**config.mk**
```make
export PLATFORM = sky130hd
export DESIGN_NAME = hamming_decoder
export DESIGN_NICKNAME = d
export VERILOG_FILES = /design/src/rtl/hamming_decoder_pkg.sv /design/src/rtl/hamming_syndrome.sv /design/src/rtl/hamming_decoder.sv
export SDC_FILE = /design/constraint.sdc
export NUM_CORES = 1
export LEC_CHECK = 0
export ABC_AREA = 1
export CAP_MARGIN = 40
export CELL_PAD_IN_SITES_DETAIL_PLACEMENT = 1
export CELL_PAD_IN_SITES_GLOBAL_PLACEMENT = 2
export CORE_ASPECT_RATIO = 1.25
export CORE_MARGIN = 4
export CORE_UTILIZATION = 33
export DETAILED_ROUTE_END_ITERATION = 10
export GPL_TIMING_DRIVEN = 0
export HOLD_SLACK_MARGIN = 0.08
export PLACE_DENSITY = 0.9
export SETUP_SLACK_MARGIN = 0.15
export SLEW_MARGIN = 0
export SYNTH_ARGS = -nofsm -noshare
export SYNTH_HDL_FRONTEND = slang
export SYNTH_HIERARCHICAL = 1
export SYNTH_SLANG_ARGS = --single-unit
```
**constraint.sdc**
```tcl
create_clock -name clk -period 2.9 [get_ports clk]
set_clock_uncertainty 0.15 [all_clocks]
set_input_delay 0.435 -clock clk [delete_from_list [all_inputs] [get_ports clk]]
set_output_delay 0.435 -clock clk [all_outputs]
set_load 0.01 [all_outputs]
```
**src/rtl/hamming_decoder_pkg.sv**
```systemverilog
// Shared types and constants for the byte-serial SECDED Hamming(16,11) decoder.
// Bit layout: p0 at bit 0, p1/p2/p4/p8 at their index, data in the remaining positions.
package hamming_decoder_pkg;

  typedef enum logic [1:0] {
    kOK   = 2'b00,
    kCORR = 2'b01,
    kDED  = 2'b10
  } status_e;

  typedef enum logic [1:0] {
    IDLE,
    LO,
    CALC,
    OUT
  } state_e;

  // Lowest codeword position of each contiguous data run: d0, d3:d1, d10:d4
  localparam int unsigned D0_POS = 3;
  localparam int unsigned D1_POS = 5;
  localparam int unsigned D4_POS = 9;

  // Syndrome bit k covers every position whose index has bit k set (bit 0 never included)
  localparam logic [15:0] S1_MASK = 16'hAAAA;
  localparam logic [15:0] S2_MASK = 16'hCCCC;
  localparam logic [15:0] S4_MASK = 16'hF0F0;
  localparam logic [15:0] S8_MASK = 16'hFF00;

  function automatic logic [10:0] extract_data(input logic [15:0] cw);
    return {cw[15:D4_POS], cw[7:D1_POS], cw[D0_POS]};
  endfunction

endpackage

```
**src/rtl/hamming_syndrome.sv**
```systemverilog
// Combinational SECDED check: syndrome, single-error correction, double-error detection
// and data extraction for one 16-bit codeword.
module hamming_syndrome
  import hamming_decoder_pkg::*;
(
  input  logic [15:0] i_cw,
  output logic [3:0]  o_syn,
  output logic [10:0] o_data,
  output logic [1:0]  o_status
);

  logic        w_par;
  logic [15:0] w_fixed;

  always_comb begin
    o_syn   = {^(i_cw & S8_MASK), ^(i_cw & S4_MASK), ^(i_cw & S2_MASK), ^(i_cw & S1_MASK)};
    w_par   = ^i_cw;
    w_fixed = i_cw;
    o_status = kOK;
    if (w_par) begin
      o_status = kCORR;
      // Zero syndrome with odd parity means p0 itself flipped; data untouched
      if (o_syn != 4'd0) begin
        w_fixed[o_syn] = ~i_cw[o_syn];
      end
    end else if (o_syn != 4'd0) begin
      o_status = kDED;
    end
    o_data = extract_data(w_fixed);
  end

endmodule

```
**src/rtl/hamming_decoder.sv**
```systemverilog
// Byte-serial SECDED decoder: low byte then high byte in, 11-bit message plus status out.
// Define HAMMING_STATS_EN to add saturating corr_cnt/ded_cnt statistics ports.
module hamming_decoder
  import hamming_decoder_pkg::*;
#(
  parameter int unsigned CNT_W = 8
) (
  input  logic        clk,
  input  logic        reset,
  input  logic        in_valid,
  input  logic [7:0]  in_byte,
  output logic        in_ready,
  output logic        out_valid,
  input  logic        out_ready,
  output logic [10:0] out_data,
  output logic [1:0]  out_status,
  output logic [3:0]  out_syn
`ifdef HAMMING_STATS_EN
  ,
  output logic [CNT_W-1:0] corr_cnt,
  output logic [CNT_W-1:0] ded_cnt
`endif
);

  if (CNT_W < 1) begin : g_bad_cnt_w
    $error("hamming_decoder: CNT_W must be at least 1");
  end

  state_e      r_state;
  state_e      w_state_d;
  logic [15:0] r_cw;
  logic [10:0] r_data;
  status_e     r_status;
  logic [3:0]  r_syn;

  logic [3:0]  w_syn;
  logic [10:0] w_data;
  logic [1:0]  w_status;
  logic        w_in_fire;
  logic        w_out_fire;

  hamming_syndrome u_syndrome (
    .i_cw     (r_cw),
    .o_syn    (w_syn),
    .o_data   (w_data),
    .o_status (w_status)
  );

  always_comb begin
    w_state_d = r_state;
    in_ready  = 1'b0;
    out_valid = 1'b0;
    unique case (r_state)
      IDLE: begin
        in_ready = 1'b1;
        if (in_valid) w_state_d = LO;
      end
      LO: begin
        in_ready = 1'b1;
        if (in_valid) w_state_d = CALC;
      end
      CALC: w_state_d = OUT;
      OUT: begin
        out_valid = 1'b1;
        if (out_ready) w_state_d = IDLE;
      end
      default: w_state_d = IDLE;
    endcase
  end

  assign w_in_fire  = in_valid & in_ready;
  assign w_out_fire = out_valid & out_ready;

  always_ff @(posedge clk or posedge reset) begin
    if (reset) begin
      r_state  <= IDLE;
      r_cw     <= '0;
      r_data   <= '0;
      r_status <= kOK;
      r_syn    <= '0;
    end else begin
      r_state <= w_state_d;
      if (w_in_fire) begin
        if (r_state == IDLE) r_cw[7:0]  <= in_byte;
        else                 r_cw[15:8] <= in_byte;
      end
      if (r_state == CALC) begin
        r_data   <= w_data;
        r_status <= status_e'(w_status);
        r_syn    <= w_syn;
      end
    end
  end

  assign out_data   = r_data;
  assign out_status = r_status;
  assign out_syn    = r_syn;

`ifdef HAMMING_STATS_EN
  logic [CNT_W-1:0] r_corr_cnt;
  logic [CNT_W-1:0] r_ded_cnt;

  // Counters saturate at all-ones rather than wrapping
  always_ff @(posedge clk or posedge reset) begin
    if (reset) begin
      r_corr_cnt <= '0;
      r_ded_cnt  <= '0;
    end else if (w_out_fire) begin
      if (r_status == kCORR && r_corr_cnt != '1) r_corr_cnt <= r_corr_cnt + 1'b1;
      if (r_status == kDED && r_ded_cnt != '1)   r_ded_cnt  <= r_ded_cnt + 1'b1;
    end
  end

  assign corr_cnt = r_corr_cnt;
  assign ded_cnt  = r_ded_cnt;
`else
  logic w_unused_fire;
  assign w_unused_fire = w_out_fire;
`endif

endmodule
```
== After elaboration in Yosys (flattened, before gate mapping) ==
Index checks and enable logic that the tools add are counted.

* Flip-flop bits (word level): 35
* Output and inout port bits: 19
* Logic and storage cells: 44
* Input port bits: 12

* Eq/ne operators: 6
* Bitwise gates (word level): 3
* Order comparisons: 2
* Reduce and logical (&&, ||, !) cells: 12
* Multiplexer cells: 15

{| class="wikitable"
|+ Operator list
! cell !! number
|-
| 16-bit XOR reduction || 5
|-
| 16-bit 2-to-1 mux || 2
|-
| 16-bit bitwise mux || 1
|-
| 2-bit 2-to-1 mux || 5
|-
| 2-bit case mux with 4 select lines || 1
|-
| 2-bit != test (second input constant) || 3
|-
| 4-bit by 5-bit less-than comparator with 1-bit output (second input constant) || 1
|-
| 1-bit binary-select mux with 4-bit select || 1
|-
| 1-bit demux with 4-bit select || 1
|-
| 2-bit == test (second input constant) || 2
|-
| 4-bit by 1-bit >= comparator with 1-bit output (second input constant) || 1
|-
| 1-bit 2-to-1 mux || 4
|-
| 2-bit AND reduction || 2
|-
| 4-bit nonzero test || 1
|-
| 3-bit AND reduction || 1
|-
| 2-bit by 1-bit == test with 1-bit output (second input constant) || 1
|-
| 2-bit zero test || 1
|-
| 1-bit inverter || 2
|-
| 2-bit OR reduction || 1
|-
| 1-bit bitwise AND || 1
|-
| 1-bit logical AND || 1
|}

== Logic depth before layout (Yosys ltp) ==
Gate-level depths: netlist (run 1).

* Depth in word-level cells: 8
* Depth in mapped cells: 18
* Depth with buffers taken out: 16

== By module ==
Netlist (run 1), hierarchy kept.

{| class="wikitable"
|+ Modules (own cells, without submodules)
! module !! times used !! cells each !! area an instance (um2) !! sequential area each (um2)
|-
| hamming_decoder || 1 || 132 || 1566.5 || 875.8
|-
| hamming_syndrome || 1 || 207 || 1038.5 || 0.0
|}

== Worst setup path before layout (run 1) ==
OpenSTA, ideal clock, no wires.

* Path type: flip-flop to flip-flop
* Start point: register r_cw[13]
* End point: register r_data[4] (netlist: out_data[4])
* Setup time: 125 ps
* Data required time: 2625 ps
* Path buffers: 2
* Arrival: 1947 ps
* Period minus slack after synthesis: 2222 ps
* Setup slack: 678 ps
* Stages on the path, launching flop included: 15
* Path through: dfrtp_1 buf_2 xnor2_2 xnor2_4 inv_1 nand2_2 nand2_4 inv_6 nor2_1 nand2_1 nand2_1 nor2_2 buf_6 a21oi_2 mux2_2

* Cells in the longest elaborated chain, start to end: 8
* Elaborated cells between the ends (all ways): 16
* Classes of those cells: order compare (2); mux (7); bitwise (1); reduce/logical (6)

{| class="wikitable"
|+ RTL lines
! what !! RTL line !! text
|-
| from (decl) || hamming_decoder.sv:31 || <nowiki>logic [15:0] r_cw;</nowiki>
|-
| from (signal assigned) || hamming_decoder.sv:85 || <nowiki>else r_cw[15:8] <= in_byte;</nowiki>
|-
| 16-bit XOR reduction * || hamming_syndrome.sv:16 || <nowiki>o_syn = {^(i_cw & S8_MASK), ^(i_cw & S4_MASK), ^(i_cw & S2_MASK), ^(i_cw & S1_MASK)};</nowiki>
|-
| via w_syn[3] || hamming_decoder.sv:36 || <nowiki>logic [3:0] w_syn;</nowiki>
|-
| 4-bit by 5-bit less-than comparator with 1-bit output (not written as such) or 4-bit by 1-bit >= comparator with 1-bit output (tied branches) || hamming_syndrome.sv:24 || <nowiki>w_fixed[o_syn] = ~i_cw[o_syn];</nowiki>
|-
| 1-bit logical AND (not written as such) || hamming_syndrome.sv:24 ||
|-
| 1-bit 2-to-1 mux (not written as such) || hamming_syndrome.sv:24 ||
|-
| 1-bit demux with 4-bit select || n/a ||
|-
| 16-bit bitwise mux || hamming_syndrome.sv:24 ||
|-
| 16-bit 2-to-1 mux * || hamming_syndrome.sv:23 || <nowiki>if (o_syn != 4'd0) begin</nowiki>
|-
| 16-bit 2-to-1 mux * || hamming_syndrome.sv:20 || <nowiki>if (w_par) begin</nowiki>
|-
| via w_data[4] || hamming_decoder.sv:37 || <nowiki>logic [10:0] w_data;</nowiki>
|-
| to (signal assigned) || hamming_decoder.sv:88 || <nowiki>r_data <= w_data;</nowiki>
|-
| to (decl) || hamming_decoder.sv:32 || <nowiki>logic [10:0] r_data;</nowiki>
|}

Mark *: on every way through the listed nets, which the timed path passes. The rest lies on a longest branch. The select of a mux whose other input is x is not followed.
A chain may end at the register's enable or synchronous reset.

== Worst setup path in the final report (run 1) ==
* Start point: register r_state[1]
* End point: output port in_ready

* Cells in the longest elaborated chain, start to end: 3
* Elaborated cells between the ends (all ways): 4
* Classes of those cells: eq/ne (1); mux (1); reduce/logical (2)

{| class="wikitable"
|+ RTL lines
! what !! RTL line !! text
|-
| from (decl) || hamming_decoder.sv:29 || <nowiki>state_e r_state;</nowiki>
|-
| from (signal assigned) || hamming_decoder.sv:82 || <nowiki>r_state <= w_state_d;</nowiki>
|-
| 2-bit by 1-bit == test with 1-bit output or 2-bit zero test (tied branches) || hamming_decoder.sv:53 || <nowiki>unique case (r_state)</nowiki>
|-
| 2-bit OR reduction (no line) * || n/a ||
|-
| 1-bit 2-to-1 mux * || hamming_decoder.sv:53 ||
|-
| to (decl) || hamming_decoder.sv:12 || <nowiki>output logic in_ready,</nowiki>
|}

Mark *: on every way between the ends. The rest lies on a longest branch, timed or not.

==> results of run 1 <==
through the flow:
stage | setup WS [ps] | hold WS [ps] | cell area, sq um | util (%) | std cells
detailed placement | 251 | 336 | 3050 | 40.5 | 462
global route | 157 | 378 | 3170 | 42.1 | 471
global placement | 297 | 317 | 3020 | 40.1 | 461
floorplan | 678 | 304 | 2610 | - | 339
finish | 393 | 352 | 3170 | 42.1 | 471
CTS | 235 | 354 | 3130 | 41.5 | 470
what timing repair did:
| action | 4_1_cts | 5_1_grt |
|---|---|---|
| hold endpoints to repair | 0 | 0 |
| resized for setup | 0 | 16 |
| setup endpoints to repair | 0 | 11 |
| hold buffers | 0 | 0 |
flip-flops by register name, indices dropped and copies added (netlist names):
name,cells
out_syn,4
r_cw,16
out_status,2
r_state,2
out_data,11
per-layer routing:
layer	vias up	GRT usage [%]	wire length, um
met5	-	0	0
met2	28	29.6	3560
met4	0	5.15	112
met3	8	2.60	199
met1	1085	17.9	2880
li1	1126	-	-
worst min-delay path, delay by kind of cell, from the launching register on:
kind          cells  cell delay, ps
simple gates      2             110
flops             1             360
how the worst max path moves through the flow:
| stage | end | slack, ps | startpoint | cells after the start |
|---|---|---|---|---|
| floorplan | out_data[4] | 680 | r_cw[13] | 14 |
| global placement | out_data[6] | 300 | r_cw[11] | 18 |
| detailed placement | out_data[6] | 250 | r_cw[11] | 17 |
| CTS | out_data[6] | 230 | r_cw[11] | 18 |
| global route | out_data[3] | 160 | r_cw[11] | 17 |
| finish | in_ready | 390 | r_state[1] | 6 |
cell families after synthesis:
group | share of synthesized area [%]
simple gates | 32.9
flops | 33.6
mux | 8.79
fa+ha+maj | 1.92
buf+inv | 10.1
compound gates | 5.57
xor+xnor | 7.11
synth_stat cells:
cell type and instances:
inv_1 35, nand2_1 124, xnor2_1 8, or2_2 1, nand3_2 1, nand2_4 4
xnor2_4 1, nand3_1 14, mux2_4 10, inv_4 1, nand4_1 9, ha_1 4
inv_2 3, mux2_2 7, nand3_4 2, xor2_4 1, buf_2 3, a21oi_1 1
nor2_1 33, inv_6 1, nor2_2 1, o21ai_1 6, buf_12 1, dfrtp_1 35
xnor2_2 1, buf_6 5, buf_4 2, o31ai_1 1, o21ai_0 3, xor2_1 5
nand2_2 6, a21oi_2 10
final cells by class:
type	count	area, sq um
inverters	40	158
fillers	944	4360
clock inverters	1	5.00
multi-input cells	253	1490
well taps	92	115
repair buffers	32	335
plain buffers	11	114
flip-flops and latches	35	880
clock buffers	7	76.3
==> summary.md, run 1 <==
| Metric | Value |
|---|---|
| Cell Area, Synth | `between 2000 and 3000 sq um` |
| Slew HR | `55.5%` |
| Final min period | `2510 ps` |
| Die area | `9390 sq um` |
| Mean Syn Cell Area | `about 7.7 sq um` |
| Post-CTS setup buffer count | `0` |
| YS warnings | `6` |
| Die Wd | `87.5 um` |
| Layout cell share with drive strength beyond 1 | `between 20% and 30%` |
| Slew Limit Fails | `0` |
| CTS Sinks | `35` |
| Routed vias | `2247` |
| Crit path max-delay cell type | `clkdlybuf4s50_1` |
| H-tree depth | `2` |
| Final-report hold violation count | `0` |
| Global route overflow | `0` |
| Fmax | `0.399 GHz` |
| Global-route wire length before repair | `roughly 12000 um` |
| Crit Path Max Fanout | `10` |
| RSZ-0062 raised after global routing | `false` |
| Final nets | `between 300 and 400` |
| Clock transition at the registers of the reported paths | `70 ps` |
| Initial antenna violation count | `0` |
| Slowest stage delay, CP | `~540 ps` |
| Boundary pin count | `31` |
| Sequential share of the synthesized area | `around 34%` |
| CTS root buf | `clkbuf_8` |
| DR vias/cell | `4.77` |
| Starting Density | `around 35%` |
| CP required | `2320 ps` |
| Netlist cell types | `32` |
| Area share of the largest cell type after synthesis | `roughly 34%` |
| Status | `finished clean` |
| Area leader, netlist | `dfrtp_1` |
| FF-to-FF End | `out_data[3]` |
| Crit-path cells | `inv_1, ha_1, inv_1, nand2_2, buf_6, clkdlybuf4s50_1` |
| R2R cell count | `17` |
| CP top delay family | `buffers and inverters` |
| CP Class | `flop to primary output` |
| Tightest Hold Check Type | `flop to flop` |
| Most frequent CP cell | `inv_1` |
| Cts bufs inserted | `5` |
| DRT antenna net count | `0` |
| WL per Instance | `between 10 and 15 um` |
| Core area | `roughly 7500 sq um` |
| Sum of negative setup slack | `0 ps` |
| Die Span Y | `between 100 and 150 um` |
| Vias in the first global route | `about 2.4k` |
| Post-Route WL | `6760 um` |
| TritonCTS clock tree | `done` |
| Most frequent cells in the layout | `nand2_1 (118), inv_1 (34), nor2_1 (33)` |
| Clock Latency Late Sink | `between 200 and 300 ps` |
| Inserted Diodes | `0` |
| GRT Total Usage | `between 10% and 20%` |
| Rows | `35` |
| Cells after Synth | `around 340` |
| Final setup violation count | `0` |
| GP Congestion | `0.839` |
| Area growth syn-to-layout | `21.6%` |
| Worst r2r src | `r_cw[11]` |
| Worst Max-Slew Pin Slew | `between 600 and 700 ps` |
| DRC | `0` |
| CP Data Arrival Time | `about 1900 ps` |
| Worst Setup End Kind | `primary output` |
| Crit share post-route | `just under 90%` |
| Largest net degree at the start of global routing | `22` |
| Worst hold path depth | `2` |
| Port-buffer cells | `30` |
| Post-DP HPWL | `5500 um` |
| First-pass DRT Iterations | `4` |
| Area contributors post-synth | `dfrtp_1 (34%), nand2_1 (18%), mux2_4 (5.8%)` |
| Max-cap violations | `0` |
| Flop2flop setup slack | `400 ps` |
| Buf/Inv on CP | `4` |
| Most common cell after layout, fill and taps aside | `nand2_1` |
| Hold path endpoint | `r_cw[4]` |
| Hold path start | `r_cw[4]` |
| Initial DRC Count | `60` |
| Worst-case clock buffer depth | `2` |
| Worst setup SP type | `flop` |
| Synthesis-stage register bit count | `35` |
| Syn_nets | `roughly 360` |
Power of run 1 is left out: the tool's default activity adds up to more than one toggle a clock period on the data nets, which glitch-free logic cannot reach.
==> run 2: changes to the inputs <==
Settings changed: PLACE_DENSITY 0.9 to 0.89.
==> run 2 against run 1 <==
  * Critical path type is now flop to flop
  * Sequential share of layout area fell by 0.20 points
  * Non-clock buffer count unchanged
  * Highest routed layer unchanged
  * Fmax down 1.8%
  * Count of clock-buffer cells in the layout unchanged
  * Wire length up 1.3%
  * Hold slack got worse by 8.5 ps
  * Register-to-register slack lost 50 ps
  * Final area grew 0.59%
  * Final cell count stayed put
  * Global-route usage decreased by 0.12 points
==> summary.md, run 2 (synthesis results as in run 1) <==
| Metric | Value |
|---|---|
| Tightest Hold Check Type | `flop to flop` |
| Worst setup SP type | `flop` |
| Die Span Y | `107 um` |
| Crit share post-route | `just under 90%` |
| WL per Instance | `about 15 um` |
| Rows | `35` |
| Final nets | `around 390` |
| CTS root buf | `clkbuf_8` |
| Status | `finished clean` |
| Slew HR | `55.1%` |
| Largest Register | `r_cw` |
| First-pass DRT Iterations | `4` |
| Slew Limit Fails | `0` |
| Global-route wire length before repair | `11300 um` |
| Final-report hold violation count | `0` |
| Post-Route WL | `6840 um` |
| Routed vias | `between 2k and 2.5k` |
| Hold path start | `r_cw[9]` |
| Max FFs per register | `16` |
| Port-buffer cells | `30` |
| DRC | `0` |
| CP required | `2930 ps` |
| Fin area | `roughly 3200 sq um` |
| Initial DRC Count | `57` |
| GP Congestion | `roughly 0.81` |
| Clock transition at the registers of the reported paths | `roughly 80 ps` |
| Starting Density | `approximately a third` |
| Worst hold path depth | `2` |
| Final non-filler cell total | `roughly 470` |
| Sum of negative setup slack | `0 ps` |
| Core area | `7530 sq um` |
| Boundary pin count | `31` |
| Fmax | `between 0.3 and 0.4 GHz` |
| Worst Setup SP | `r_cw[5]` |
| Layout cell share with drive strength beyond 1 | `20.8%` |
| Worst Setup End Kind | `flop` |
| Max-cap violations | `0` |
| Worst r2r src | `r_cw[5]` |
| Fin util | `between 40 and 50%` |
| Final setup violation count | `0` |
| FF-to-FF End | `out_data[6]` |
| Fillers | `940` |
| Post-DP HPWL | `around 5400 um` |
| Most common cell after layout, fill and taps aside | `nand2_1` |
| R2R cell count | `13` |
| Dpl cells | `between 400 and 500` |
| DRT antenna net count | `0` |
| Initial antenna violation count | `0` |
| CP Data Arrival Time | `about 2600 ps` |
| H-tree depth | `2` |
| CTS Sinks | `35` |
| Inserted Diodes | `0` |
| GRT Total Usage | `15.7%` |
| Vias in the first global route | `roughly 2.3k` |
| CP Class | `flop to flop` |
| Clock Latency Late Sink | `290 ps` |
| DR vias/cell | `4.78` |
| Cts bufs inserted | `5` |
| Worst-case clock buffer depth | `2` |
| TritonCTS clock tree | `done` |
| Die Wd | `just under 90 um` |
| Final min period | `roughly 2600 ps` |
| Hold path endpoint | `r_cw[9]` |
| Area growth syn-to-layout | `22.3%` |
| Most frequent cells in the layout | `nand2_1 (119), inv_1 (34), dfrtp_1 (33), nor2_1 (33), clkdlybuf4s50_1 (30)` |
| Largest net degree at the start of global routing | `22` |
| RSZ-0062 raised after global routing | `false` |
| Worst Max-Slew Pin Slew | `roughly 670 ps` |
| Global route overflow | `0` |
| Flop2flop setup slack | `roughly 350 ps` |
| Placed Area | `between 3000 and 4000 sq um` |
| Die area | `9390 sq um` |
| Crit Path Max Fanout | `5` |
## run 2: cell count changes in the layout (fill, tap and decap cells not counted)
cell        before  now
clkbuf_1         2    0
clkbuf_8         5    7
clkinv_2         1    0
clkinvlp_4       0    1
dfrtp_1         32   33
dfrtp_2          3    2
nand2_1        118  119
nand2_2         12   11
## run 2: final cells by class
cell class | instances | area (sq um) | share of cell area (%)
Sequential cell | 35 | 878 | 27.6
Inverter | 40 | 158 | 4.95
Buffer | 11 | 114 | 3.57
Clock buffer | 7 | 96.3 | 3.02
Multi-Input combinational cell | 253 | 1480 | 46.5
Tap cell | 92 | 115 | 3.61
Clock inverter | 1 | 7.51 | 0.236
Timing Repair Buffer | 32 | 335 | 10.5
## run 2: worst max path at each step
stage,slack (ps),to,cells after the start
after floorplan,680,out_data[4],14
after global placement,300,out_data[6],17
after detailed placement,210,out_data[4],17
after CTS,190,out_data[4],17
after global routing,150,out_data[6],17
final,350,out_data[6],13
## run 2: timing repair
action | 4_1_cts | 5_1_grt
hold endpoints to repair | 0 | 0
setup endpoints to repair | 0 | 10
resized for setup | 0 | 14
buffers inserted | 0 | 0
hold buffers | 0 | 0
## run 2: per-stage QoR
step | hold slack (ps) | setup slack [ps]
4_1_cts | 346 | 189
3_5_place_dp | 326 | 211
5_1_grt | 384 | 151
6_report | 343 | 348
2_1_floorplan | 304 | 678
3_3_place_gp | 318 | 298
## run 2: worst max-delay path, cell delays in order (launching register included)
cell and delay [ps]:
dfrtp_1 450, inv_1 110, nand2_1 70, nand2_1 100, o21ai_0 130, nand2_2 170, xnor2_1 370, nor2_1 70
nand2_1 70, nand2_1 80, nor2_4 160, buf_4 180, a21oi_2 60, mux2_2 260
## run 2: routing by layer
metal / GRT usage [%] / vias to the layer above / part of all wire [%] / wire (um)
li1: - / 1133 / - / -
met5: 0 / - / 0 / 0
met1: 18.1 / 1067 / 42 / 2880
met4: 7.24 / 0 / 3.3 / 228
met2: 28.2 / 36 / 52 / 3540
met3: 2.22 / 17 / 2.8 / 189
Power of run 2 is left out for the same reason.
==> run 3: changes to the inputs <==
Settings changed: CELL_PAD_IN_SITES_DETAIL_PLACEMENT 1 to 0, CELL_PAD_IN_SITES_GLOBAL_PLACEMENT 2 to 1, CORE_UTILIZATION 33 to 41, PLACE_DENSITY 0.89 to 0.87.
==> run 3 against run 2 <==
  * Fmax rose by 0.98%
  * Core utilization is 8.7 points higher
  * Register-to-register slack better by 20 ps
  * Critical path depth rose by 5
  * Critical endpoint is now out_data[7]
  * Largest cell class unchanged
==> summary.md, run 3 (synthesis results as in run 1) <==
| Metric | Value |
|---|---|
| Status | `finished clean` |
| Initial DRC Count | `110` |
| Slew Limit Fails | `0` |
| Largest Register | `r_cw` |
| Worst r2r src | `r_cw[11]` |
| Crit-path cells | `buf_2, inv_1, nand2_1, nand2_1, nand2_1, nand2_1, nand2_1, nand2_2, nand2_1, nand2_1, nand2_1, nand2_1, nand2_1, nand2_1, nor2_2, buf_6, a21oi_2, mux2_2` |
| Fillers | `roughly 600` |
| Layout cell share with drive strength beyond 1 | `18.3%` |
| Routed vias | `2200` |
| Slew HR | `roughly half` |
| CTS root buf | `clkbuf_8` |
| Worst Max-Slew Pin Slew | `a little over 700 ps` |
| Clock transition at the registers of the reported paths | `70 ps` |
| Most frequent cells in the layout | `nand2_1 (123), inv_1 (35), dfrtp_1 (35)` |
| Post-CTS setup buffer count | `0` |
| Crit Path Max Fanout | `10` |
| Final min period | `about 2500 ps` |
| Post-Route WL | `5660 um` |
| Fin area | `about 3100 sq um` |
| Cts bufs inserted | `5` |
| Boundary pin count | `31` |
| Max FFs per register | `16` |
| Crit share post-route | `87.1%` |
| Hold path start | `r_cw[9]` |
| Placed Area | `a little over 3000 sq um` |
| Starting Density | `between 40% and 50%` |
| Most common cell after layout, fill and taps aside | `nand2_1` |
| First-pass DRT Iterations | `4` |
| CP Class | `flop to flop` |
| Die area | `7700 sq um` |
| Post-DP HPWL | `between 4000 and 5000 um` |
| Final-report hold violation count | `0` |
| Global-route wire length before repair | `9690 um` |
| CTS Sinks | `35` |
| Final nets | `~390` |
| Die Span Y | `around 97 um` |
| CTS resizes | `0` |
| CP required | `~2900 ps` |
| WL per Instance | `roughly 12 um` |
| TritonCTS clock tree | `done` |
| Die Wd | `79.3 um` |
| Clock Latency Late Sink | `between 200 and 300 ps` |
| Largest net degree at the start of global routing | `20` |
| Sum of negative setup slack | `0 ps` |
| RSZ-0062 raised after global routing | `false` |
| Final setup violation count | `0` |
| DRC | `0` |
| GRT Total Usage | `15.8%` |
| Tightest Hold Check Type | `flop to flop` |
| DRT antenna net count | `0` |
| Most frequent CP cell | `nand2_1` |
| DR vias/cell | `approximately 4.8` |
| Worst setup SP type | `flop` |
| Slowest stage delay, CP | `350 ps` |
| Crit path max-delay cell type | `dfrtp_1` |
| Area growth syn-to-layout | `20.7%` |
| Core area | `between 6000 and 7000 sq um` |
| Global route overflow | `0` |
| Rows | `32` |
| Hold Buf Count CTS | `0` |
| Fmax | `approximately 0.40 GHz` |
| Inserted Diodes | `0` |
| GP Congestion | `around 0.83` |
| H-tree depth | `2` |
| Initial antenna violation count | `0` |
| CP Data Arrival Time | `2540 ps` |
| Vias in the first global route | `2121` |
| Port-buffer cells | `30` |
| Worst-case clock buffer depth | `2` |
| Worst Setup SP | `r_cw[11]` |
| Worst Setup End Kind | `flop` |
| Max-cap violations | `0` |
## run 3: layer usage
layer / wire length, um / vias up / track usage [%] / share of wire (%)
met1: 2420 / 1023 / 18.7 / 43
met3: 201 / 10 / 3.25 / 3.6
met4: 151 / 0 / 6.48 / 2.7
li1: - / 1127 / - / -
met2: 2890 / 40 / 27.2 / 51
met5: 0 / - / 0 / 0
## run 3: area by class of cell
class	count	area, sq um	share of cell area (%)
multi-input cells	253	1470	46.7
clock inverters	1	30.0	0.955
plain buffers	11	106	3.38
well taps	85	106	3.38
clock buffers	6	72.6	2.31
inverters	40	158	5.01
flip-flops and latches	35	876	27.9
repair buffers	31	328	10.4
## run 3: final timing paths
kind,slack (ps),end,cells past startpoint
worst max-delay path,370,out_data[7],18
max in group asynchronous,1630,r_cw[4],3
worst max register to register,370,out_data[7],18
worst min-delay path,340,r_cw[9],2
worst min register to register,340,r_cw[9],2
min in group asynchronous,420,r_state[1],2
## run 3: through the flow
stage	setup slack (ps)	cells	util, %	hold WS (ps)
after floorplan	678	339	-	304
after global placement	372	454	48.8	318
after detailed placement	348	455	49.3	327
after CTS	332	462	51.0	345
after global routing	183	462	51.0	361
final	373	462	51.0	335
## run 3: critical path, delay by kind of cell (launching register included)
kind	cells	cell delay, ps
buffers and inverters	3	500
and+or+nand+nor	13	1070
AOI/OAI and AO/OA	1	60
DFF	1	350
muxes	1	260
Power of run 3 is left out for the same reason.
